File: config.mk
export PLATFORM = sky130hd
export DESIGN_NAME = br_resolve
export DESIGN_NICKNAME = d
export VERILOG_FILES = /design/src/rtl/br_resolve_pkg.sv /design/src/rtl/br_resolve_cmp.sv /design/src/rtl/br_resolve.sv
export SDC_FILE = /design/constraint.sdc
export NUM_CORES = 1
export LEC_CHECK = 0
export BUFFER_PORTS_ARGS = -buffer_cell sky130_fd_sc_hd__buf_2
export CAP_MARGIN = 25
export CORE_UTILIZATION = 50
export CTS_CLUSTER_DIAMETER = 80
export DETAILED_ROUTE_END_ITERATION = 8
export PLACE_DENSITY = 0.72
export SETUP_SLACK_MARGIN = 0.5
export SLEW_MARGIN = 20
export SYNTH_ARGS = -nofsm -noshare
export SYNTH_HDL_FRONTEND = slang
export SYNTH_SLANG_ARGS = --single-unit
File: constraint.sdc
create_clock -name clk -period 4.7 [get_ports clk]
set_clock_uncertainty 0.15 [all_clocks]
set_input_delay 0.705 -clock clk [delete_from_list [all_inputs] [get_ports clk]]
set_output_delay 0.705 -clock clk [all_outputs]
set_load 0.01 [all_outputs]
File: src/rtl/br_resolve_pkg.sv
// Shared definitions for the miniRV-1 branch/jump resolution unit.
// Opcodes, branch conditions and the resolver state encoding.
package br_resolve_pkg;

    localparam logic [6:0] OP_JAL    = 7'b1101111;
    localparam logic [6:0] OP_JALR   = 7'b1100111;
    localparam logic [6:0] OP_BRANCH = 7'b1100011;

    localparam logic [2:0] F3_BEQ  = 3'b000;
    localparam logic [2:0] F3_BNE  = 3'b001;
    localparam logic [2:0] F3_BLT  = 3'b100;
    localparam logic [2:0] F3_BGE  = 3'b101;
    localparam logic [2:0] F3_BLTU = 3'b110;
    localparam logic [2:0] F3_BGEU = 3'b111;

    typedef enum logic [1:0] {
        S_IDLE = 2'd0,
        S_EVAL = 2'd1,
        S_DONE = 2'd2
    } state_t;

    function automatic logic is_ctl(input logic [6:0] op);
        return (op == OP_JAL) || (op == OP_JALR) || (op == OP_BRANCH);
    endfunction

endpackage

File: src/rtl/br_resolve_cmp.sv
// Branch condition comparator: evaluates funct3 against two operands.
// Pure combinational; flags the two unused funct3 encodings.
module br_cmp
    import br_resolve_pkg::*;
#(
    parameter int XLEN = 32
) (
    input  logic [XLEN-1:0] rs1,
    input  logic [XLEN-1:0] rs2,
    input  logic [2:0]      funct3,
    output logic            cond,
    output logic            illegal
);

    logic eq;
    logic lt;
    logic ltu;

    assign eq  = (rs1 == rs2);
    assign lt  = ($signed(rs1) < $signed(rs2));
    assign ltu = (rs1 < rs2);

    always_comb begin
        cond    = 1'b0;
        illegal = 1'b0;
        case (funct3)
            F3_BEQ:  cond = eq;
            F3_BNE:  cond = !eq;
            F3_BLT:  cond = lt;
            F3_BGE:  cond = !lt;
            F3_BLTU: cond = ltu;
            F3_BGEU: cond = !ltu;
            default: illegal = 1'b1;
        endcase
    end

endmodule

File: src/rtl/br_resolve.sv
// Branch/jump resolver: captures operands on halt_pc, evaluates for
// LATENCY cycles, then pulses pc_valid with the resolved next PC.
module br_resolve
    import br_resolve_pkg::*;
#(
    parameter int XLEN    = 32,
    parameter int LATENCY = 1
) (
    input  logic            clk,
    input  logic            rst_n,
    input  logic            halt_pc,
    input  logic [6:0]      op7,
    input  logic [2:0]      funct3,
    input  logic [XLEN-1:0] pc,
    input  logic [XLEN-1:0] imm,
    input  logic [XLEN-1:0] rs1_data,
    input  logic [XLEN-1:0] rs2_data,
    output logic            pc_valid,
    output logic [XLEN-1:0] npc,
    output logic            taken,
    output logic [XLEN-1:0] link,
    output logic            err
);

    localparam logic [3:0] CNT_INIT = 4'(LATENCY - 1);

    state_t          state;
    logic [3:0]      cnt;
    logic [6:0]      op_q;
    logic [2:0]      f3_q;
    logic [XLEN-1:0] pc_q;
    logic [XLEN-1:0] imm_q;
    logic [XLEN-1:0] rs1_q;
    logic [XLEN-1:0] rs2_q;

    logic            cond;
    logic            illegal;
    logic [XLEN-1:0] link_c;
    logic [XLEN-1:0] tgt;
    logic [XLEN-1:0] jt;
    logic [XLEN-1:0] r_npc;
    logic            r_taken;
    logic            r_err;

    br_cmp #(.XLEN(XLEN)) u_cmp (
        .rs1     (rs1_q),
        .rs2     (rs2_q),
        .funct3  (f3_q),
        .cond    (cond),
        .illegal (illegal)
    );

    always_comb begin
        link_c  = pc_q + XLEN'(4);
        tgt     = pc_q + imm_q;
        jt      = rs1_q + imm_q;
        jt[0]   = 1'b0;
        r_taken = 1'b0;
        r_npc   = link_c;
        r_err   = 1'b0;
        case (op_q)
            OP_JAL: begin
                r_taken = 1'b1;
                r_npc   = tgt;
            end
            OP_JALR: begin
                r_taken = 1'b1;
                r_npc   = jt;
            end
            default: begin
                r_taken = cond & ~illegal;
                r_err   = illegal;
                if (r_taken)
                    r_npc = tgt;
            end
        endcase
        // Redirect to a non-word-aligned target is reported, not fixed up
        if (r_taken && (r_npc[1:0] != 2'b00))
            r_err = 1'b1;
    end

    always_ff @(posedge clk or negedge rst_n) begin
        if (!rst_n) begin
            state    <= S_IDLE;
            cnt      <= '0;
            op_q     <= '0;
            f3_q     <= '0;
            pc_q     <= '0;
            imm_q    <= '0;
            rs1_q    <= '0;
            rs2_q    <= '0;
            pc_valid <= 1'b0;
            npc      <= '0;
            taken    <= 1'b0;
            link     <= '0;
            err      <= 1'b0;
        end else begin
            case (state)
                S_IDLE: begin
                    if (halt_pc && is_ctl(op7)) begin
                        op_q  <= op7;
                        f3_q  <= funct3;
                        pc_q  <= pc;
                        imm_q <= imm;
                        rs1_q <= rs1_data;
                        rs2_q <= rs2_data;
                        cnt   <= CNT_INIT;
                        state <= S_EVAL;
                    end
                end
                S_EVAL: begin
                    if (cnt == 4'd0) begin
                        npc      <= r_npc;
                        taken    <= r_taken;
                        link     <= link_c;
                        err      <= r_err;
                        pc_valid <= 1'b1;
                        state    <= S_DONE;
                    end else begin
                        cnt <= cnt - 4'd1;
                    end
                end
                S_DONE: begin
                    pc_valid <= 1'b0;
                    state    <= S_IDLE;
                end
                default: begin
                    pc_valid <= 1'b0;
                    state    <= S_IDLE;
                end
            endcase
        end
    end

endmodule

# Word-level counts from Yosys, hierarchy flattened
# Index checks and enable logic that the tools add are counted.
# classes
add_sub_neg	4
order_cmp	2
eq_ne	15
n_mux	15
bitwise_logic	2
n_reduce_logical	19
# ops
cell	n
$add 32x32->32	2
$lt 32x32->1	2
$pmux 32 s2	1
$eq 7x7->1 const B	5
$add 32x3->32 const B	1
$eq 32x32->1	1
$mux 32	1
$eq 3x3->1 const B	4
$mux 4	2
$pmux 4 s2	1
$reduce_and 2->1	4
$ne 2x2->1 const B	3
$pmux 1 s6	1
$reduce_or 6->1	1
$mux 1	5
$logic_not 4->1	1
$mux 2	2
$pmux 2 s2	1
$reduce_bool 2->1	2
$sub 4x1->4 const B	1
$eq 3x1->1 const B	1
$logic_not 1->1	3
$logic_not 3->1	1
$reduce_and 3->1	1
other kinds (8)	10
# word_totals
regBits	211

# Depth between registers and ports, before layout
# logic_depth
ltp_word	9
mapped_depth	12
mapped_depth_nobuf	11

# Hierarchy
# Synthesis repeated with hierarchy kept, for this count alone.
# hier_totals
cells_unflattened	1334
area_unflattened_um2	13053.8
# modules_own_cells
mod	n_inst	cells_each	area_per_inst_um2	seq_area_each_um2
br_resolve	1	1213	12182.9	5280.1
br_cmp	1	121	870.8	0.0

# Worst setup path before layout
# OpenSTA, ideal clock, no wires.
# synth_path
path_type	reg-to-reg
startpoint	reg rs1_q[28]
endpoint	reg npc[4]
t_arrival_ns	2.849
required_time_ns	4.425
path_slack_ns	1.576
stages_incl_launch_ff	12
n_path_buf	1
period_less_slack_ns	3.124
path_cell_list	dfrtp_1 ha_1 a21oi_2 a21boi_1 o311ai_2 o311ai_1 or4_4 a31o_4 o21ai_4 buf_6 o221ai_1 mux2_2
# synth_between
elab_chain_cells	6
word_cells_on_any_way	10
# synth_lines
item	line_no	text
start: declaration	br_resolve.sv:33	logic [XLEN-1:0] rs1_q;
start signal: assignment	br_resolve.sv:105	rs1_q <= rs1_data;
$lt 32x32->1, or another cell as far along	br_resolve_cmp.sv:21	assign ltu = (rs1 < rs2);
$logic_not 1->1, on equally long branches	br_resolve_cmp.sv:32, br_resolve_cmp.sv:28, br_resolve_cmp.sv:30	
$pmux 1 s6 *	br_resolve_cmp.sv:26	case (funct3)
$and 1x1->1 *	br_resolve.sv:71	r_taken = cond & ~illegal;
$mux 32 *	br_resolve.sv:73	if (r_taken)
$pmux 32 s2 *	br_resolve.sv:61	case (op_q)
end signal: assignment	br_resolve.sv:113	npc <= r_npc;
end: declaration	br_resolve.sv:19	output logic [XLEN-1:0] npc,
# Mark *: on every way between the ends. The rest lies on a longest branch, timed or not.
# A chain may end at the register's enable or synchronous reset.

# Worst setup path in the final report
# layout_path
startpoint	reg rs1_q[9]
endpoint	reg npc[30]
# layout_between
elab_chain_cells	6
word_cells_on_any_way	11
# layout_lines
item	line_no
$lt 32x32->1, or another cell as far along	br_resolve_cmp.sv:21
$logic_not 1->1, on equally long branches	br_resolve_cmp.sv:32, br_resolve_cmp.sv:28, br_resolve_cmp.sv:30
$pmux 1 s6	br_resolve_cmp.sv:26
$and 1x1->1	br_resolve.sv:71
$mux 32	br_resolve.sv:73
$pmux 32 s2 *	br_resolve.sv:61
# Marks and branches as above.

==> flow_summary.json <==
{
  "cp_max_fo": 23,
  "post_cts_resized": 0,
  "critical_path_required_ns": 4.95,
  "drt-vias-per-instance": 5.83,
  "routed-via-count": 10621,
  "synth_edf_count": 0,
  "dr.first_iter.drc_count": 777,
  "syn_area_per_cell_um2": 9.94,
  "synth_cells": 1274,
  "grtUsageTotal": 0.272,
  "period_share": 0.820,
  "setup_violations": 0,
  "p_clk_frac": 0.257,
  "yosysTopAreaCell": "dfrtp_1",
  "pin_count": 208,
  "cp.arrival_ns": 4.11,
  "drc": 0,
  "yosysSeqAreaShare": 0.417,
  "fp.dieArea_mm2": 0.0260,
  "final_net_count": 1721,
  "port_buffers": 207,
  "gp_congestion": 0.952,
  "ir_worst_vdd_mv": 0.338,
  "synthesis.area_mm2": 0.0127,
  "cts_hold_buf": 0,
  "async_flop_share": 1.00,
  "finalSetupTns_ns": 0,
  "clock_path_buffers": 3,
  "p_per_area_mw_per_mm2": 511,
  "grt_pass1_vias": 10173,
  "htree_levels": 1,
  "yosys_warnings": 0,
  "p_seq_frac": 0.375,
  "insertedDiodeCount": 0,
  "clkSlewWorstSetupHoldPaths_ns": 0.07,
  "area_growth_syn_to_layout_pct": 18.3,
  "place_hpwl_um": 26900,
  "fin_util": 0.609,
  "synth.top_cells.by_area": "dfrtp_1 (42%), mux2_2 (10%), ha_1 (9.5%)",
  "maxCapViolCount": 0,
  "fp.dieW_um": 161,
  "pwr-share-comb": 0.368,
  "insertion_delay_ns": 0.52,
  "grt_overflow": 0,
  "switching_share": 0.371,
  "slew_violations": 0,
  "drive_gt1_frac": 0.270,
  "cts_made_buffers": 24,
  "antenna_found_initial": 0,
  "rows": 57,
  "worst_slew_pin_slew_ns": 0.982,
  "p_sw_mw": 2.84,
  "min_path_type": "in2async",
  "die_h_um": 161,
  "synth.distinct_cells": 80,
  "rsz0062_at_grt": "no",
  "synth.net_count": 1513,
  "wl_per_cell_um": 19.2,
  "wirelength_um": 35000,
  "status": "completed",
  "slew_headroom": 0.342,
  "coreArea_mm2": 0.0246,
  "ys_ff_latch": 211,
  "synth-main-ff-cell": "dfrtp_1",
  "cts_setup_buffers": 0,
  "floorplan.initialDensity": 0.515,
  "critPathKind": "reg2reg",
  "grt_max_degree": 109,
  "cts_sinks": 211,
  "grt_first_pass_wirelength_um": 55200,
  "start_kind": "register",
  "fmax_mhz": 259,
  "min_period_ns": 3.85,
  "ant_nets": 0,
  "cts_tree": "built",
  "hold_violations": 0,
  "synth_top_area_frac": 0.417,
  "end_kind": "register",
  "drtPass1Iterations": 8,
  "cts_root_buf": "clkbuf_16",
  "p_int_mw": 4.82,
  "p_leak_nw": 7.48
}
[routing by layer]
layer  share of wire  track usage
met5               0            0
met2            0.43        0.404
met1            0.48        0.416
met4           0.021       0.0665
met3           0.074       0.0385
[flip-flops by register name (all words and copies together) (netlist names)]
name / flops
imm_q: 32
link: 32
npc: 32
pc_q: 32
rs1_q: 32
rs2_q: 32
op_q: 7
cnt: 4
f3_q: 3
state: 2
err: 1
pc_valid: 1
taken: 1
[synth_stat cells, types with 12 or more instances]
cell type / instances
clkbuf_1: 32
ha_1: 96
a31oi_1: 14
o211ai_1: 15
mux2_2: 114
o21ai_0: 97
nand4_1: 15
inv_1: 50
nor2_1: 75
dfrtp_1: 211
a21oi_1: 66
nand2b_1: 12
and3_1: 12
nor3_1: 13
nand2_1: 155
a21o_1: 22
xor2_1: 40
nand3_1: 32
o221ai_1: 12
xnor2_1: 44
[metrics by stage]
step | cell area [um2] | hold slack, ns | worst slack, ns | total power, mW | instances
2_1_floorplan | 12700 | 0.259 | 1.58 | 4.66 | 1274
3_3_place_gp | 14100 | 0.295 | 0.966 | 5.58 | 1780
3_5_place_dp | 14100 | 0.300 | 0.863 | 5.67 | 1780
4_1_cts | 15000 | 0.177 | 0.854 | 7.65 | 1823
5_1_grt | 15000 | 0.209 | 0.596 | 8.12 | 1823
6_report | 15000 | 0.140 | 0.846 | 7.66 | 1823
[power by group through the flow]
stage	sequential (mW)	clock, mW	combinational (mW)
finish	2.87	1.97	2.82
global route	2.93	2.07	3.12
CTS	2.86	2.00	2.79
detailed placement	2.89	0	2.77
global placement	2.87	0	2.71
floorplan	2.80	0	1.86
[cell families (layout without fill, tap and decap cells)]
group | after synthesis | count (layout) | share of synthesized area
muxes | 124 | 124 | 0.109
DFF | 211 | 211 | 0.417
adders and majority gates | 98 | 98 | 0.0980
buffers and inverters | 91 | 316 | 0.0278
AOI/OAI and AO/OA | 309 | 309 | 0.160
xor gates and xnor gates | 84 | 84 | 0.0581
and+or+nand+nor | 357 | 357 | 0.130
[cells in the final DEF (no fill, tap or decap), drive strengths merged, types with 22 or more instances in the layout]
cell / instances
nor2: 76
buf: 221
xor2: 40
inv: 51
a21o: 22
o21ai: 101
dfrtp: 211
nand2: 155
nand3: 32
ha: 96
xnor2: 44
mux2: 114
clkbuf: 35
a21oi: 67
[path summary, 6_finish.rpt]
kind / from / end / slack (ns) / cells after the start
setup / recovery: rs1_q[9] / npc[30] / 0.85 / 10
hold / removal: rst_n / imm_q[12] / 0.14 / 1
setup reg to reg: rs1_q[9] / npc[30] / 0.85 / 10
hold reg to reg: op_q[5] / op_q[5] / 0.32 / 1
max in group asynchronous: rst_n / link[3] / 3.32 / 2
min in group clk: rs2_data[27] / rs2_q[27] / 0.25 / 3
[cell type report]
class / instances / area [um2]
clock buffer: 34 / 709
clock inverter: 9 / 129
fill: 2154 / 9630
inverter: 51 / 191
multi-input combinational: 972 / 7040
sequential: 211 / 5280
tap: 324 / 405
timing repair buffer: 222 / 1220
[critical path, stage by stage (launching register included)]
cell,delay (ns)
dfrtp_1,0.41
ha_1,0.32
a21oi_1,0.15
o221ai_1,0.21
a221oi_1,0.33
a21boi_0,0.15
o31ai_1,0.48
a31oi_4,0.19
nand2_1,0.72
o221ai_1,0.24
o32a_1,0.38
Power figures use the tool's default switching activity.
